--- config.mk ---
export PLATFORM = sky130hd
export DESIGN_NAME = fifo_uart_tx_flat
export DESIGN_NICKNAME = d
export VERILOG_FILES = /design/src/rtl/fifo_uart_tx_if.sv /design/src/rtl/fifo_uart_tx.sv /design/src/flat_wrapper.sv
export SDC_FILE = /design/constraint.sdc
export NUM_CORES = 1
export LEC_CHECK = 0
export ABC_AREA = 1
export CAP_MARGIN = 20
export CORE_MARGIN = 2
export CORE_UTILIZATION = 48
export DETAILED_ROUTE_END_ITERATION = 16
export MAX_ROUTING_LAYER = met4
export PLACE_DENSITY = 0.71
export SYNTH_ARGS = -nofsm -noshare
export SYNTH_HDL_FRONTEND = slang
export SYNTH_SLANG_ARGS = --single-unit
--- constraint.sdc ---
create_clock -name clk -period 1.4 [get_ports clk]
set_input_delay 0.28 -clock clk [delete_from_list [all_inputs] [get_ports clk]]
set_output_delay 0.28 -clock clk [all_outputs]
set_load 0.01 [all_outputs]
--- src/rtl/fifo_uart_tx_if.sv ---
// rtl/fifo_uart_tx_if.sv - byte FIFO read-port bundle between the FIFO and the UART transmitter
interface fifo_uart_tx_if;
    logic [7:0] buf_out;
    logic       buf_empty;
    logic       rd_en;

    // The FIFO drives data and flag; the transmitter drives the read strobe.
    modport master (
        output buf_out,
        output buf_empty,
        input  rd_en
    );

    modport slave (
        input  buf_out,
        input  buf_empty,
        output rd_en
    );
endinterface

--- src/rtl/fifo_uart_tx.sv ---
// rtl/fifo_uart_tx.sv - FIFO-draining 8-bit UART transmitter (even parity bit when UART_TX_PARITY_EN is defined)
module fifo_uart_tx #(
    parameter int unsigned CLKS_PER_BIT = 16
) (
    input  logic          clk,
    input  logic          rst,
    fifo_uart_tx_if.slave fifo,
    output logic          tx,
    output logic          busy,
    output logic          tx_done
);

    localparam int unsigned        BAUD_W    = $clog2(CLKS_PER_BIT);
    localparam logic [BAUD_W-1:0]  BAUD_LAST = BAUD_W'(CLKS_PER_BIT - 1);

    typedef enum logic [2:0] {
        S_IDLE,
        S_FETCH,
        S_LATCH,
        S_START,
        S_DATA,
`ifdef UART_TX_PARITY_EN
        S_PARITY,
`endif
        S_STOP
    } state_e;

    state_e            state_q, state_d;
    logic [BAUD_W-1:0] baud_q, baud_d;
    logic [2:0]        bit_q, bit_d;
    logic [7:0]        shift_q, shift_d;
    logic              tx_q, tx_d;
    logic              baud_end;
`ifdef UART_TX_PARITY_EN
    logic              parity_q, parity_d;
`endif

    assign baud_end = (baud_q == BAUD_LAST);

    always_comb begin
        state_d  = state_q;
        baud_d   = baud_q;
        bit_d    = bit_q;
        shift_d  = shift_q;
        tx_d     = tx_q;
`ifdef UART_TX_PARITY_EN
        parity_d = parity_q;
`endif
        case (state_q)
            S_IDLE: begin
                tx_d   = 1'b1;
                baud_d = '0;
                if (!fifo.buf_empty) begin
                    state_d = S_FETCH;
                end
            end
            S_FETCH: begin
                baud_d  = '0;
                state_d = S_LATCH;
            end
            S_LATCH: begin
                // FIFO data is valid only now, the cycle after the read strobe.
                shift_d  = fifo.buf_out;
`ifdef UART_TX_PARITY_EN
                parity_d = ^fifo.buf_out;
`endif
                baud_d   = '0;
                tx_d     = 1'b0;
                state_d  = S_START;
            end
            S_START: begin
                if (baud_end) begin
                    baud_d  = '0;
                    bit_d   = 3'd0;
                    tx_d    = shift_q[0];
                    state_d = S_DATA;
                end else begin
                    baud_d = baud_q + BAUD_W'(1);
                end
            end
            S_DATA: begin
                if (baud_end) begin
                    baud_d  = '0;
                    bit_d   = bit_q + 3'd1;
                    shift_d = {1'b0, shift_q[7:1]};
                    if (bit_q == 3'd7) begin
`ifdef UART_TX_PARITY_EN
                        tx_d    = parity_q;
                        state_d = S_PARITY;
`else
                        tx_d    = 1'b1;
                        state_d = S_STOP;
`endif
                    end else begin
                        tx_d = shift_q[1];
                    end
                end else begin
                    baud_d = baud_q + BAUD_W'(1);
                end
            end
`ifdef UART_TX_PARITY_EN
            S_PARITY: begin
                if (baud_end) begin
                    baud_d  = '0;
                    tx_d    = 1'b1;
                    state_d = S_STOP;
                end else begin
                    baud_d = baud_q + BAUD_W'(1);
                end
            end
`endif
            S_STOP: begin
                tx_d = 1'b1;
                if (baud_end) begin
                    // Only point besides IDLE where the empty flag is consulted.
                    baud_d  = '0;
                    state_d = fifo.buf_empty ? S_IDLE : S_FETCH;
                end else begin
                    baud_d = baud_q + BAUD_W'(1);
                end
            end
            default: begin
                tx_d    = 1'b1;
                baud_d  = '0;
                state_d = S_IDLE;
            end
        endcase
    end

    always_ff @(posedge clk or posedge rst) begin
        if (rst) begin
            state_q  <= S_IDLE;
            baud_q   <= '0;
            bit_q    <= 3'd0;
            shift_q  <= 8'h00;
            tx_q     <= 1'b1;
`ifdef UART_TX_PARITY_EN
            parity_q <= 1'b0;
`endif
        end else begin
            state_q  <= state_d;
            baud_q   <= baud_d;
            bit_q    <= bit_d;
            shift_q  <= shift_d;
            tx_q     <= tx_d;
`ifdef UART_TX_PARITY_EN
            parity_q <= parity_d;
`endif
        end
    end

    assign tx        = tx_q;
    assign fifo.rd_en = (state_q == S_FETCH);
    assign busy      = (state_q != S_IDLE);
    assign tx_done   = (state_q == S_STOP) && baud_end;

endmodule

--- src/flat_wrapper.sv ---
// flat-port wrapper written by rule: the top's interface ports become plain ports
module fifo_uart_tx_flat 
#(
    parameter int unsigned CLKS_PER_BIT = 16
)
  (clk, rst, tx, busy, tx_done, fifo_buf_out, fifo_buf_empty, fifo_rd_en);
  fifo_uart_tx_if fifo_i ();
  input  logic clk;
  input  logic rst;
  output logic tx;
  output logic busy;
  output logic tx_done;
  input wire logic [$bits(fifo_i.buf_out)-1:0] fifo_buf_out;
  input wire logic [$bits(fifo_i.buf_empty)-1:0] fifo_buf_empty;
  output wire logic [$bits(fifo_i.rd_en)-1:0] fifo_rd_en;
  assign fifo_i.buf_out = fifo_buf_out;
  assign fifo_i.buf_empty = fifo_buf_empty;
  assign fifo_rd_en = fifo_i.rd_en;
  fifo_uart_tx #(.CLKS_PER_BIT(CLKS_PER_BIT)) u_core (.clk(clk), .rst(rst), .fifo(fifo_i), .tx(tx), .busy(busy), .tx_done(tx_done));
endmodule
---- Word level (Yosys, flattened, before mapping) ----
Index checks and enable logic that the tools add are counted.
cells by class
  add/sub/neg operators ................... 2
  eq/ne operators ......................... 12
  mux-type cells .......................... 18
  bitwise logic cells ..................... 1
  reduce and logical (&&, ||, !) cells .... 10
operators with widths
  operator             count
  $mux 3               7
  $pmux 3 s6           1
  $pmux 8 s2           1
  $eq 3x3->1 const B   3
  $mux 4               2
  $mux 8               1
  $ne 2x1->1 const B   4
  $eq 3x2->1 const B   2
  $pmux 3 s2           1
  $reduce_and 3->1     2
  $reduce_and 5->1     1
  $add 4x1->4 const B  1
  $eq 4x4->1 const B   1
  $mux 1               4
  $pmux 1 s4           1
  $reduce_bool 2->1    2
  $add 3x1->3 const B  1
  $eq 3x1->1 const B   1
  $logic_not 3->1      1
  $reduce_bool 3->1    1
  $reduce_or 3->1      1
  $ne 2x2->1 const B   1
  $reduce_and 2->1     1
  $logic_and 1x1->1    1
  $not 1->1            1
word-level totals
  bits in registers ....................... 19
  bits of input ports ..................... 11
  output and inout port bits .............. 4
  word-level logic and storage cells ...... 48

---- Longest topological paths before layout ----
  word-level depth ........................ 4
  depth in mapped cells ................... 9
  gate-level depth less buffers ........... 9

---- Worst setup path after synthesis ----
Ideal clock, no wire load.
  path kind ............................... flip-flop to output port
  start ................................... reg u_core.baud_q[0]
  end ..................................... out tx_done
  data arrival time ....................... 1.003 ns
  required time ........................... 1.120 ns
  slack ................................... 0.117 ns
  stages on the path, launching flop included .. 6
  buffers on the path ..................... 0
  path through ............................ dfrtp_1 > ha_1 > nand2_1 > inv_1 > nand2_1 > nor3_1
on the way
  longest elaborated chain between the ends .. 2
ends and longest elaborated chain
  element                 line                 source
  start, declared         fifo_uart_tx.sv:29   logic [BAUD_W-1:0] baud_q, baud_d;
  start signal, assigned  fifo_uart_tx.sv:142  baud_q <= baud_d;
  $eq 4x4->1              fifo_uart_tx.sv:38   assign baud_end = (baud_q == BAUD_LAST);
  $logic_and 1x1->1       fifo_uart_tx.sv:155  assign tx_done = (state_q == S_STOP) && baud_end;
  end, declared           flat_wrapper.sv:12   output logic tx_done;
No other way between the ends.

---- Worst setup path in the final report ----
  start ................................... reg u_core.baud_q[1]
  end ..................................... out tx_done
The elaborated chain is that of the path after synthesis.

==> impl_metrics.ini <==
[synth]
synth.top_cells.by_area = dfrtp_1, nand2_1, inv_1
synthesis.nets = 156
synth_top_area_share_pct = 41.00
synth_area_um2 = 1099
synth_edf_count = 0
yosys.area.top_type = dfrtp_1
async_flop_share_pct = 100.0
synthCells = 142
ys_seq_elements = 19
yosys_warnings = 0
synth_ff_type = dfrtp_1
postSynthAreaPerCell_um2 = 7.736
yosysSeqAreaShare_pct = 43.39
synthDistinctLibCells = 21

[detailed_routing]
drcViolationCount = 0
drt-initial-drc-count = 23
wl_per_cell_um = 12.29
wirelength_um = 2593
ant_nets = 0
dr.pass1.iters = 4
vias = 1046
via_per_inst = 4.957

[cts]
cts_tree = built
cts_root_buf = clkbuf_4
path_clk_slew_ns = 0.11
clock_sinks = 19
cts_buffers = 3
htree_levels = 1
cts_max_path_buffers = 2
clock_latency_ns = 0.29

[pwr]
power.leakage_nw = 0.7967
peakVddDrop_uv = 653.8
p_total_mw = 0.8680
power.density_nw_per_um2 = 548.0

[sta]
drv_slew = 0
skew_ns = 0.002293
rsz0062_at_grt = yes
hold_ws_ns = 0.2913
finalCritPeriodShare_pct = 111.4
finalSetupTns_ns = -0.2749
max_freq_mhz = 641.4
worst_slack_ns = -0.1590
relSlewSlack_pct = 82.99
tightestPinTransition_ns = 0.2542
fin_crit_ns = 1.559
setup_viol = 4
hold_viol = 0

[die]
die_h_um = 51.84
core_region_area_um2 = 2191
initial_core_util_pct = 50.14
die-area_um2 = 2687
row_count = 17
die_w_um = 51.84
io-pin-count = 15

[worst_setup_path]
end_kind = primary output
required_ns = 1.12
crit_arrival_ns = 1.28
worstReg2RegStart = u_core.state_q[1]
critPathMaxFanout = 2
crit_path_start = u_core.baud_q[1]
cp-start-kind = register
criticalPathCategory = reg -> out

[cells_and_area]
drive_above_1_share_pct = 38.80
finish.utilization_pct = 72.30
stdcell_count = 211
diodes = 0
syn_to_final_growth_pct = 44.19
final_cell_area_um2 = 1584
fin_nets = 198

[grt]
grt_max_degree = 20
grt_pass1_vias = 920
overflow = 0
grt_antenna_before_repair = 0
grt_first_pass_wirelength_um = 3926
grt_usage_pct = 19.97

[placement]
place_hpwl_um = 1673
placed_cell_area_um2 = 1329
io_buffers = 14
dp.cells = 194
place_congestion = 0.8974
preCtsSetupSlack_ns = -0.3081

[worst_hold_path]
hp-class = in -> async

[flow_run]
drv_cap = 0

[status]
failed_checks = setup timing
status = finished, violations left
==> where the power goes <==
part	switching [mW]	total [mW]	internal, mW
clock network	0.166	0.277	0.111
registers	0	0.549	0.549
logic	0.0157	0.0424	0.0266
total	0.182	0.868	0.686
==> metal layers <==
metal / part of all wire (%) / track usage (%) / wire, um
met5: 0 / - / 0
met4: 0.89 / 5.263 / 23
met3: 3.0 / 3.736 / 78
met2: 52 / 33.97 / 1357
met1: 44 / 24.35 / 1133
==> path summary, 6_finish.rpt <==
kind / end / depth (start not counted) / slack [ns]
hold reg to reg: u_core.tx / 2 / 0.47
min in group clk: u_core.tx / 2 / 0.47
max in group asynchronous: u_core.tx / 3 / 0.85
setup / recovery: tx_done / 6 / -0.16
hold / removal: u_core.bit_q[0] / 3 / 0.29
setup reg to reg: u_core.shift_q[1] / 10 / -0.06
==> critical path: stages, from the launching register on <==
cell and delay, ns:
dfrtp_1 0.38, ha_2 0.19, nand2_2 0.06, inv_2 0.06
nand2_2 0.06, nor3_2 0.10, buf_2 0.15
==> final cells by class <==
class                      instances  area (um2)
clock buffer                       4       26.28
tap                               28       35.03
sequential                        19       476.7
timing repair buffer              41       379.1
inverter                          20       77.57
multi-input combinational         99       589.3
fill                             165       606.8
==> what timing repair did <==
| item | CTS | global route |
|---|---|---|
| endpoints found under the hold margin | 0 | 0 |
| hold buffers | 0 | 0 |
| pin swaps | 0 | 5 |
| buffers inserted | 2 | 10 |
| gates cloned | 0 | 1 |
| gates resized for setup | 19 | 41 |
| setup endpoints to repair | 11 | 18 |
==> Yosys cell counts (2+ instances only) <==
cell	instances
buf_6	2
o21ai_0	10
nand2_1	53
nor2_1	8
o21ai_2	6
dfrtp_1	18
inv_1	18
nand2_4	3
ha_1	3
nor3_1	2
nand3_1	9
==> logic make-up (layout without fill, tap and decap cells) <==
group           count (synthesis)  count (layout)  synth area share [%]
buf+inv                        24              65                 11.62
simple gates                   77              77                 30.52
flops                          19              19                 43.39
fa+ha+maj                       3               3                 3.417
compound gates                 19              19                 11.05
==> cells in the final DEF, fill, tap and decap left out <==
cell / count
nand2_1: 43
buf_4: 19
dfrtp_1: 18
inv_1: 13
clkdlybuf4s50_1: 10
o21ai_2: 8
nand3_1: 7
nand2_2: 7
inv_2: 6
nor2_1: 6
buf_6: 5
nand2_4: 4
o21ai_0: 4
o21ai_1: 4
clkbuf_4: 3
buf_2: 3
nand2_8: 2
nor2_2: 2
nand3_2: 2
nor3_2: 2
ha_2: 2
buf_8: 2
nor2_4: 1
o22ai_1: 1
inv_4: 1
a21oi_1: 1
nand4_1: 1
a21boi_0: 1
ha_1: 1
clkbuf_1: 1
clkbuf_16: 1
clkdlybuf4s15_1: 1
dfstp_2: 1
==> sequential cells by signal (all words and copies together), names as in the netlist <==
signal / cells
u_core.bit_q: 3
u_core.shift_q: 8
u_core.state_q: 3
u_core.baud_q: 4
u_core.tx: 1
(Power assumes the default switching activity.)
